==> src/rtl/pe_data_feeder.sv <==
// Fetches the current channel's K*K weights and then its W*H pixels from one memory read port.
// Valid appears 2 cycles after each sampled request; no backpressure, since requests are the pacing.
module pe_data_feeder #(
  parameter int KERNEL_SIZE = 3,
  parameter int IFM_WIDTH   = 64,
  parameter int IFM_HEIGHT  = 64,
  parameter int DATA_WIDTH  = 16,
  parameter int NUM_CHANNEL = 3,
  parameter int ADDR_WIDTH  = 16,
  parameter int WGT_BASE    = 0,
  parameter int IFM_BASE    = 1024
) (
  input  logic                  clk1,
  input  logic                  rst,
  input  logic                  start_conv,
  input  logic                  wgt_read,
  input  logic                  ifm_read,
  output logic                  mem_rd_en,
  output logic [ADDR_WIDTH-1:0] mem_addr,
  input  logic [DATA_WIDTH-1:0] mem_rd_data,
  output logic [DATA_WIDTH-1:0] wgt_data,
  output logic                  wgt_valid,
  output logic                  wgt_last,
  output logic [DATA_WIDTH-1:0] ifm_data,
  output logic                  ifm_valid,
  output logic                  ifm_last,
  output logic                  end_channel,
  output logic                  end_all,
  output logic [4:0]            channel_num,
  output logic                  busy,
  output logic                  err_conflict
);
  localparam int KK     = KERNEL_SIZE * KERNEL_SIZE;
  localparam int NPIX   = IFM_WIDTH * IFM_HEIGHT;
  localparam int WIDX_W = $clog2(KK + 1);
  localparam int PIX_W  = $clog2(NPIX + 1);
  localparam logic [ADDR_WIDTH-1:0] WGT_BASE_A = ADDR_WIDTH'(WGT_BASE);
  localparam logic [ADDR_WIDTH-1:0] IFM_BASE_A = ADDR_WIDTH'(IFM_BASE);
  localparam logic [ADDR_WIDTH-1:0] KK_A       = ADDR_WIDTH'(KK);
  localparam logic [ADDR_WIDTH-1:0] NPIX_A     = ADDR_WIDTH'(NPIX);

  typedef enum logic [1:0] {S_IDLE, S_WGT, S_IFM} state_t;

  state_t                r_state, w_state_nxt;
  logic [WIDX_W-1:0]     r_widx, w_widx_nxt;
  logic [PIX_W-1:0]      r_pix, w_pix_nxt;
  logic [4:0]            r_chan, w_chan_inc, w_chan_cur;
  logic                  r_rd_en, r_rd_wgt, r_rd_last;
  logic [ADDR_WIDTH-1:0] r_addr;
  logic                  r_wgt_vld, r_wgt_last, r_ifm_vld, r_ifm_last, r_end_all, r_err;
  logic                  w_issue, w_issue_wgt, w_issue_last, w_conflict, w_last_rsp;
  logic [ADDR_WIDTH-1:0] w_wgt_addr, w_ifm_addr, w_issue_addr;

  assign w_last_rsp = r_rd_en & ~r_rd_wgt & r_rd_last;
  assign w_chan_inc = (r_chan == 5'(NUM_CHANNEL - 1)) ? 5'd0 : r_chan + 5'd1;
  // The channel only advances with the final pixel's valid, but a weight burst
  // requested in that same cycle must already address the next channel.
  assign w_chan_cur = w_last_rsp ? w_chan_inc : r_chan;
  assign w_wgt_addr = WGT_BASE_A + ADDR_WIDTH'(w_chan_cur) * KK_A + ADDR_WIDTH'(r_widx);
  assign w_ifm_addr = IFM_BASE_A + ADDR_WIDTH'(w_chan_cur) * NPIX_A + ADDR_WIDTH'(r_pix);
  assign w_issue_addr = w_issue_wgt ? w_wgt_addr : w_ifm_addr;

  always_comb begin
    w_state_nxt  = r_state;
    w_widx_nxt   = r_widx;
    w_pix_nxt    = r_pix;
    w_issue      = 1'b0;
    w_issue_wgt  = 1'b0;
    w_issue_last = 1'b0;
    w_conflict   = 1'b0;
    if (start_conv) begin
      w_state_nxt = S_IDLE;
      w_widx_nxt  = '0;
      w_pix_nxt   = '0;
    end else begin
      case (r_state)
        S_IDLE: w_conflict = ifm_read;
        S_WGT:  w_conflict = wgt_read | ifm_read;
        S_IFM:  w_conflict = wgt_read;
        default: w_conflict = 1'b0;
      endcase
      if ((r_state == S_IDLE && wgt_read) || r_state == S_WGT) begin
        w_issue      = 1'b1;
        w_issue_wgt  = 1'b1;
        w_issue_last = (r_widx == WIDX_W'(KK - 1));
        w_widx_nxt   = r_widx + WIDX_W'(1);
        w_state_nxt  = S_WGT;
        if (w_issue_last) begin
          w_state_nxt = S_IFM;
          w_widx_nxt  = '0;
          w_pix_nxt   = '0;
        end
      end else if (r_state == S_IFM && ifm_read) begin
        w_issue      = 1'b1;
        w_issue_last = (r_pix == PIX_W'(NPIX - 1));
        w_pix_nxt    = r_pix + PIX_W'(1);
        if (w_issue_last) w_state_nxt = S_IDLE;
      end
    end
  end

  always_ff @(posedge clk1) begin
    if (rst) begin
      r_state    <= S_IDLE;
      r_widx     <= '0;
      r_pix      <= '0;
      r_chan     <= '0;
      r_rd_en    <= 1'b0;
      r_rd_wgt   <= 1'b0;
      r_rd_last  <= 1'b0;
      r_addr     <= '0;
      r_wgt_vld  <= 1'b0;
      r_wgt_last <= 1'b0;
      r_ifm_vld  <= 1'b0;
      r_ifm_last <= 1'b0;
      r_end_all  <= 1'b0;
      r_err      <= 1'b0;
    end else begin
      r_state   <= w_state_nxt;
      r_widx    <= w_widx_nxt;
      r_pix     <= w_pix_nxt;
      r_err     <= r_err | w_conflict;
      r_rd_en   <= w_issue;
      r_rd_wgt  <= w_issue_wgt;
      r_rd_last <= w_issue_last;
      if (w_issue) r_addr <= w_issue_addr;
      // An abort kills the response of the read currently on the memory port.
      if (start_conv) begin
        r_wgt_vld  <= 1'b0;
        r_wgt_last <= 1'b0;
        r_ifm_vld  <= 1'b0;
        r_ifm_last <= 1'b0;
        r_end_all  <= 1'b0;
        r_chan     <= '0;
      end else begin
        r_wgt_vld  <= r_rd_en & r_rd_wgt;
        r_wgt_last <= r_rd_en & r_rd_wgt & r_rd_last;
        r_ifm_vld  <= r_rd_en & ~r_rd_wgt;
        r_ifm_last <= w_last_rsp;
        r_end_all  <= w_last_rsp & (r_chan == 5'(NUM_CHANNEL - 1));
        if (w_last_rsp) r_chan <= w_chan_inc;
      end
    end
  end

  assign mem_rd_en    = r_rd_en;
  assign mem_addr     = r_addr;
  assign wgt_valid    = r_wgt_vld;
  assign wgt_last     = r_wgt_last;
  assign wgt_data     = r_wgt_vld ? mem_rd_data : '0;
  assign ifm_valid    = r_ifm_vld;
  assign ifm_last     = r_ifm_last;
  assign ifm_data     = r_ifm_vld ? mem_rd_data : '0;
  assign end_channel  = r_ifm_last;
  assign end_all      = r_end_all;
  assign channel_num  = r_chan;
  assign busy         = (r_state != S_IDLE);
  assign err_conflict = r_err;
endmodule
==> config.mk <==
export PLATFORM = sky130hd
export DESIGN_NAME = pe_data_feeder
export DESIGN_NICKNAME = d
export VERILOG_FILES = /design/src/rtl/pe_data_feeder.sv
export SDC_FILE = /design/constraint.sdc
export NUM_CORES = 1
export LEC_CHECK = 0
export ABC_AREA = 1
export BUFFER_PORTS_ARGS = -buffer_cell sky130_fd_sc_hd__buf_2
export CAP_MARGIN = 40
export CORE_ASPECT_RATIO = 1.1
export CORE_MARGIN = 4
export CORE_UTILIZATION = 30
export CTS_CLUSTER_DIAMETER = 40
export DETAILED_ROUTE_END_ITERATION = 7
export PLACE_DENSITY = 0.5
export SLEW_MARGIN = 5
export SYNTH_ARGS = -nofsm -noshare
export SYNTH_HDL_FRONTEND = slang
export SYNTH_SLANG_ARGS = --single-unit
==> constraint.sdc <==
create_clock -name clk1 -period 3.3 [get_ports clk1]
set_clock_uncertainty 0.1 [all_clocks]
set_input_delay 0 -clock clk1 [delete_from_list [all_inputs] [get_ports clk1]]
set_output_delay 0 -clock clk1 [all_outputs]
set_load 0.01 [all_outputs]
# ---- Word-level counts from Yosys, hierarchy flattened
# Index checks and enable logic that the tools add are counted.
dict set report op_classes {
  muxes 22
  reduce_logical 10
  div_mod_pow 0
  magnitude_cmp 0
  eq_ne 6
  shifts 0
  multipliers 1
  bitwise_logic 8
  addsub 6
}
# op n
set ops {}
lappend ops {{16-bit 2-to-1 mux} 3}
lappend ops {{13-bit 2-to-1 mux} 3}
lappend ops {{11-bit by 16-bit adder with 16-bit output (first input constant)} 1}
lappend ops {{16-bit by 13-bit adder with 16-bit output} 1}
lappend ops {{13-bit by 1-bit adder with 13-bit output (second input constant)} 1}
lappend ops {{13-bit by 12-bit equality test with 1-bit output (second input constant)} 1}
lappend ops {{9-bit by 4-bit adder with 10-bit output} 1}
lappend ops {{5-bit 2-to-1 mux} 2}
lappend ops {{5-bit by 4-bit multiplier with 9-bit output (second input constant)} 1}
lappend ops {{1-bit 2-to-1 mux} 8}
lappend ops {{2-bit 2-to-1 mux} 4}
lappend ops {{2-bit nonzero test} 3}
lappend ops {{5-bit by 1-bit adder with 5-bit output (second input constant)} 1}
lappend ops {{1-bit bitwise AND} 5}
lappend ops {{5-bit by 2-bit equality test with 1-bit output (second input constant)} 1}
lappend ops {{4-bit by 1-bit adder with 4-bit output (second input constant)} 1}
lappend ops {{4-bit equality test (second input constant)} 1}
lappend ops {{4-bit 2-to-1 mux} 1}
lappend ops {{2-bit AND reduction} 2}
lappend ops {{1-bit one-hot mux with 3 select lines} 1}
lappend ops {{2-bit by 1-bit equality test with 1-bit output (second input constant)} 1}
lappend ops {{2-bit equality test (second input constant)} 1}
lappend ops {{1-bit logical AND} 2}
lappend ops {{2-bit zero test} 1}
lappend ops {{other kinds (5)} 6}
dict set report totals {
  mem_bits_ro 0
  reg_bits 49
  latch_bits 0
  mem_count 0
  wordCells 67
  in_bits 21
  mem_bits_rw 0
}

# ---- Depth between registers and ports, before layout
dict set report depth {
  ltp_word 7
  ltp_mapped 20
}

# ---- Least setup slack after synthesis
# Ideal clock, no wire load.
dict set report synth_path {
  path_kind {register -> register}
  startpoint {register r_chan[0], in the netlist channel_num[0]}
  endpoint {register r_addr[7], in the netlist mem_addr[7]}
  stages_incl_launch_ff 19
  arrival_time_ps 2531
  setup_slack_ps 537
  n_path_buf 0
  path_cell_list {dfxtp_1 > inv_1 > ha_1 > inv_1 > nand4_1 > nand2_1 > nand2_1 > inv_1 > ha_1 > ha_1 > ha_1 > nand2_1 > nand2_1 > nand2_1 > nand3_1 > inv_1 > nand2_1 > nand3_1 > a21oi_2}
}
dict set report synth_via {
  elab_chain_len 6
  elab_cells_between_ends 7
  classes_between {add/sub: 2; mul: 1; eq/ne: 1; mux: 3}
}
# element line_no
set synth_lines {}
lappend synth_lines {{start: declaration} 47} ;# logic [4:0] r_chan, w_chan_inc, w_chan_cur;
lappend synth_lines {{start signal: assignment} 141} ;# if (w_last_rsp) r_chan <= w_chan_inc;
lappend synth_lines {{5-bit by 1-bit adder with 5-bit output or 5-bit by 2-bit equality test with 1-bit output (tied branches)} 55} ;# assign w_chan_inc = (r_chan == 5'(NUM_CHANNEL - 1)) ? 5'd0 : r_chan + 5'd1;
lappend synth_lines {{5-bit 2-to-1 mux *} 55}
lappend synth_lines {{5-bit 2-to-1 mux *} --}
lappend synth_lines {{named net w_chan_cur[1]} 47}
lappend synth_lines {{5-bit by 4-bit multiplier with 9-bit output *} 59} ;# assign w_wgt_addr = WGT_BASE_A + ADDR_WIDTH'(w_chan_cur) * KK_A + ADDR_WIDTH'(r_widx);
lappend synth_lines {{9-bit by 4-bit adder with 10-bit output *} 59}
lappend synth_lines {{16-bit 2-to-1 mux *} 61} ;# assign w_issue_addr = w_issue_wgt ? w_wgt_addr : w_ifm_addr;
lappend synth_lines {{end signal: assignment} 126} ;# if (w_issue) r_addr <= w_issue_addr;
lappend synth_lines {{end: declaration} 49} ;# logic [ADDR_WIDTH-1:0] r_addr;
# The timed path passes the listed nets; every way through them passes the cells marked *.
# A chain may end at the register's enable or synchronous reset.

# ---- Worst setup path in the final report
dict set report layout_path {
  startpoint {register r_chan[0], in the netlist channel_num[0]}
  endpoint {register r_addr[6], in the netlist mem_addr[6]}
}
# Same word-level chain as after synthesis.

==> results_dict.tcl <==
set metrics [dict create \
    grt_use_total_pct 14.4 \
    cp_num_buf_inv 4 \
    slew_headroom_pct 58.4 \
    end_kind "register" \
    nets 589 \
    grt_overflow 0 \
    ant_nets 0 \
    cts_root_buf "clkbuf_8" \
    synth_warnings 0 \
    antenna_cells 0 \
    wl_per_cell_um 12.2 \
    clockBufferDepth 2 \
    power_density_nw_per_um2 282 \
    outcome "complete, no violations" \
    die_h_um 115 \
    instances_no_fill 688 \
    hp-start "start_conv" \
    cpMostUsedCell "nand2_1" \
    synth.distinct_cells 44 \
    clk_pin_slew_ns 0.09 \
    grt_max_degree 18 \
    io_buffers 82 \
    finalSetupTns_ns 0 \
    dp_slack_ns 0.270 \
    firstDrtPassIters 4 \
    tightest_slew_ns 0.624 \
    critPathRequiredTime_ns 3.46 \
    io_pins 83 \
    grt_pass1_wl_mm 14.5 \
    viasPerCell 4.52 \
    grt_pass1_vias 3019 \
    post_dp_cell_area_um2 3650 \
    final_area_um2 3780 \
    core_area_um2 10000 \
    setup_viol 0 \
    place_congestion 0.873 \
    dp.cells 678 \
    cap_violations 0 \
    rows 38 \
    post-route-min-period_ns 2.99 \
    start_util_pct 31.1 \
    avgSynthCellArea_um2 6.69 \
    setup_slack_ns 0.309 \
    synthesis.nets 507 \
    vias 3107 \
    arrival_ns 3.15 \
    drc 0 \
    critPathKind "reg -> reg" \
    clock-sinks 49 \
    ys_seq_elements 49 \
    crit_path_max_fanout 6 \
    syn-instance-count 466 \
    post_cts_buffers 0 \
    fmax_mhz 334 \
    cts_buffers 5 \
    hold_class "in -> reg" \
    startpoint "channel_num[0]" \
    die_w_um 105 \
    area_delta_synth_final_pct 21.1 \
    clock_latency_ns 0.30 \
    leakage_nw 2.06 \
    hold_violations 0 \
    path_cells "inv_1 -> ha_1 -> inv_1 -> nand4_1 -> nand2_1 -> nand2_1 -> inv_1 -> ha_1 -> ha_1 -> ha_4 -> nand2_1 -> inv_1 -> nand4_1 -> nand3_1 -> nand2_1 -> nand3_1 -> nand3_1 -> nand2_1" \
    irDropWorstVdd_mv 0.145 \
    cpMaxStageDelayCell "dfxtp_1" \
    drtIter0Drc 146 \
    synth-seq-area-share_pct 31.5 \
    cp-start-kind "register" \
    dp_hpwl_mm 6.75 \
    htree_levels 2 \
    die_area_um2 12100 \
    rsz0062_at_grt "false" \
    slew_violations 0 \
    drive_gt1_share_pct 21.5 \
    syn-cell-area_um2 3120 \
    grt_antenna_before_repair 0 \
    r2r_start "channel_num[0]" \
    final_util_pct 37.6 \
    finalCritPeriodShare_pct 90.6 \
    cp_top_family "adder cells" \
    cts_tree "yes" \
    drt-total-wl_mm 8.41 \
    slowest_delay_ns 0.41 \
]
==> per-layer routing <==
layer  part of all wire, %  up-vias  track usage (%)
met5                     0        -                0
met4                  0.68        0             3.15
met3                   4.9        7             2.53
met2                    49       71             26.1
met1                    45     1399             17.9
li1                      -     1630                -
==> through the flow <==
step,total power [W],hold slack [ns]
finish,0.00107,0.0531
global route,0.00111,0.0635
CTS,0.00108,0.0425
detailed placement,0.000709,0.179
global placement,0.000706,0.174
floorplan,0.000669,-0.0109
==> placed cells by master, fill, tap and decap left out, drive strengths merged, types with 4 or more instances in the layout <==
| cell type | count |
|---|---|
| ha | 19 |
| nor3 | 8 |
| inv | 85 |
| nand3 | 30 |
| nand4 | 13 |
| clkbuf | 7 |
| nor2 | 49 |
| a31oi | 4 |
| buf | 83 |
| a21oi | 26 |
| nand2 | 140 |
| o21ai | 16 |
| dfxtp | 49 |
==> registers in the layout, indices dropped and copies added (netlist names) <==
register	count
r_rd_last	1
mem_addr	16
channel_num	5
wgt_valid	1
end_all	1
err_conflict	1
r_rd_wgt	1
end_channel	1
r_widx	4
ifm_valid	1
mem_rd_en	1
wgt_last	1
r_pix	13
r_state	2
==> path summary, 6_finish.rpt <==
check / end / slack [ns] / cells after the start
worst max-delay path: mem_addr[6] / 0.31 / 18
worst min-delay path: mem_addr[11] / 0.05 / 4
worst max register to register: mem_addr[6] / 0.31 / 18
worst min register to register: ifm_valid / 0.32 / 1
==> synth_stat cells (all sizes together) <==
cell    instances  share of area, %
nand2         140                18
a21oi          26               4.7
nor3            8               1.4
o21bai          1              0.24
a21boi          2              0.48
nand4          13               2.6
and2            1              0.20
ha             19               7.6
o211ai          1              0.24
inv            85                10
fa              1              0.64
or2             1              0.20
a211oi          1              0.24
nand3          30               5.9
o21ai          16               2.8
dfxtp          49                31
xor2            1              0.28
clkbuf          5              0.60
and3            1              0.20
nor2           49               8.1
a31oi           4              0.80
buf             6               1.7
nor3b           1              0.24
nor4            1              0.20
o31ai           3              0.72
o311ai          1              0.28
==> what timing repair did <==
action / in CTS / in global routing
endpoints found under the setup margin: 0 / 1
gates resized for setup: 0 / 1
endpoints found under the hold margin: 3 / 0
hold buffers: 3 / 0
==> report_power, final <==
| part | internal, W | total [W] | switching (W) |
|---|---|---|---|
| clock network | 0.000167 | 0.000369 | 0.000202 |
| logic | 0.0000336 | 0.0000930 | 0.0000594 |
| registers | 0.000598 | 0.000604 | 0.00000662 |
| total | 0.000798 | 0.00107 | 0.000268 |
==> worst min-delay path: stages <==
cell     delay [ns]
buf_2          0.20
nor2_8         0.10
nand2_1        0.06
a21oi_1        0.05
==> layout make-up <==
cell class                      count  area, µm²
Fill cell                        1067       6260
Multi-Input combinational cell    321       1750
Sequential cell                    49        981
Timing Repair Buffer               86        455
Inverter                           85        327
Tap cell                          140        175
Clock buffer                        7       86.3
==> cells by family (layout without fill, tap and decap cells) <==
group,count (synthesis),in the layout,synth area share (%)
buffers and inverters,96,178,12.8
xor gates and xnor gates,1,1,0.281
AOI/OAI and AO/OA,55,55,10.5
and+or+nand+nor,245,245,36.8
DFF,49,49,31.5
adders and majority gates,20,20,8.27
Power figures use the tool's default switching activity.
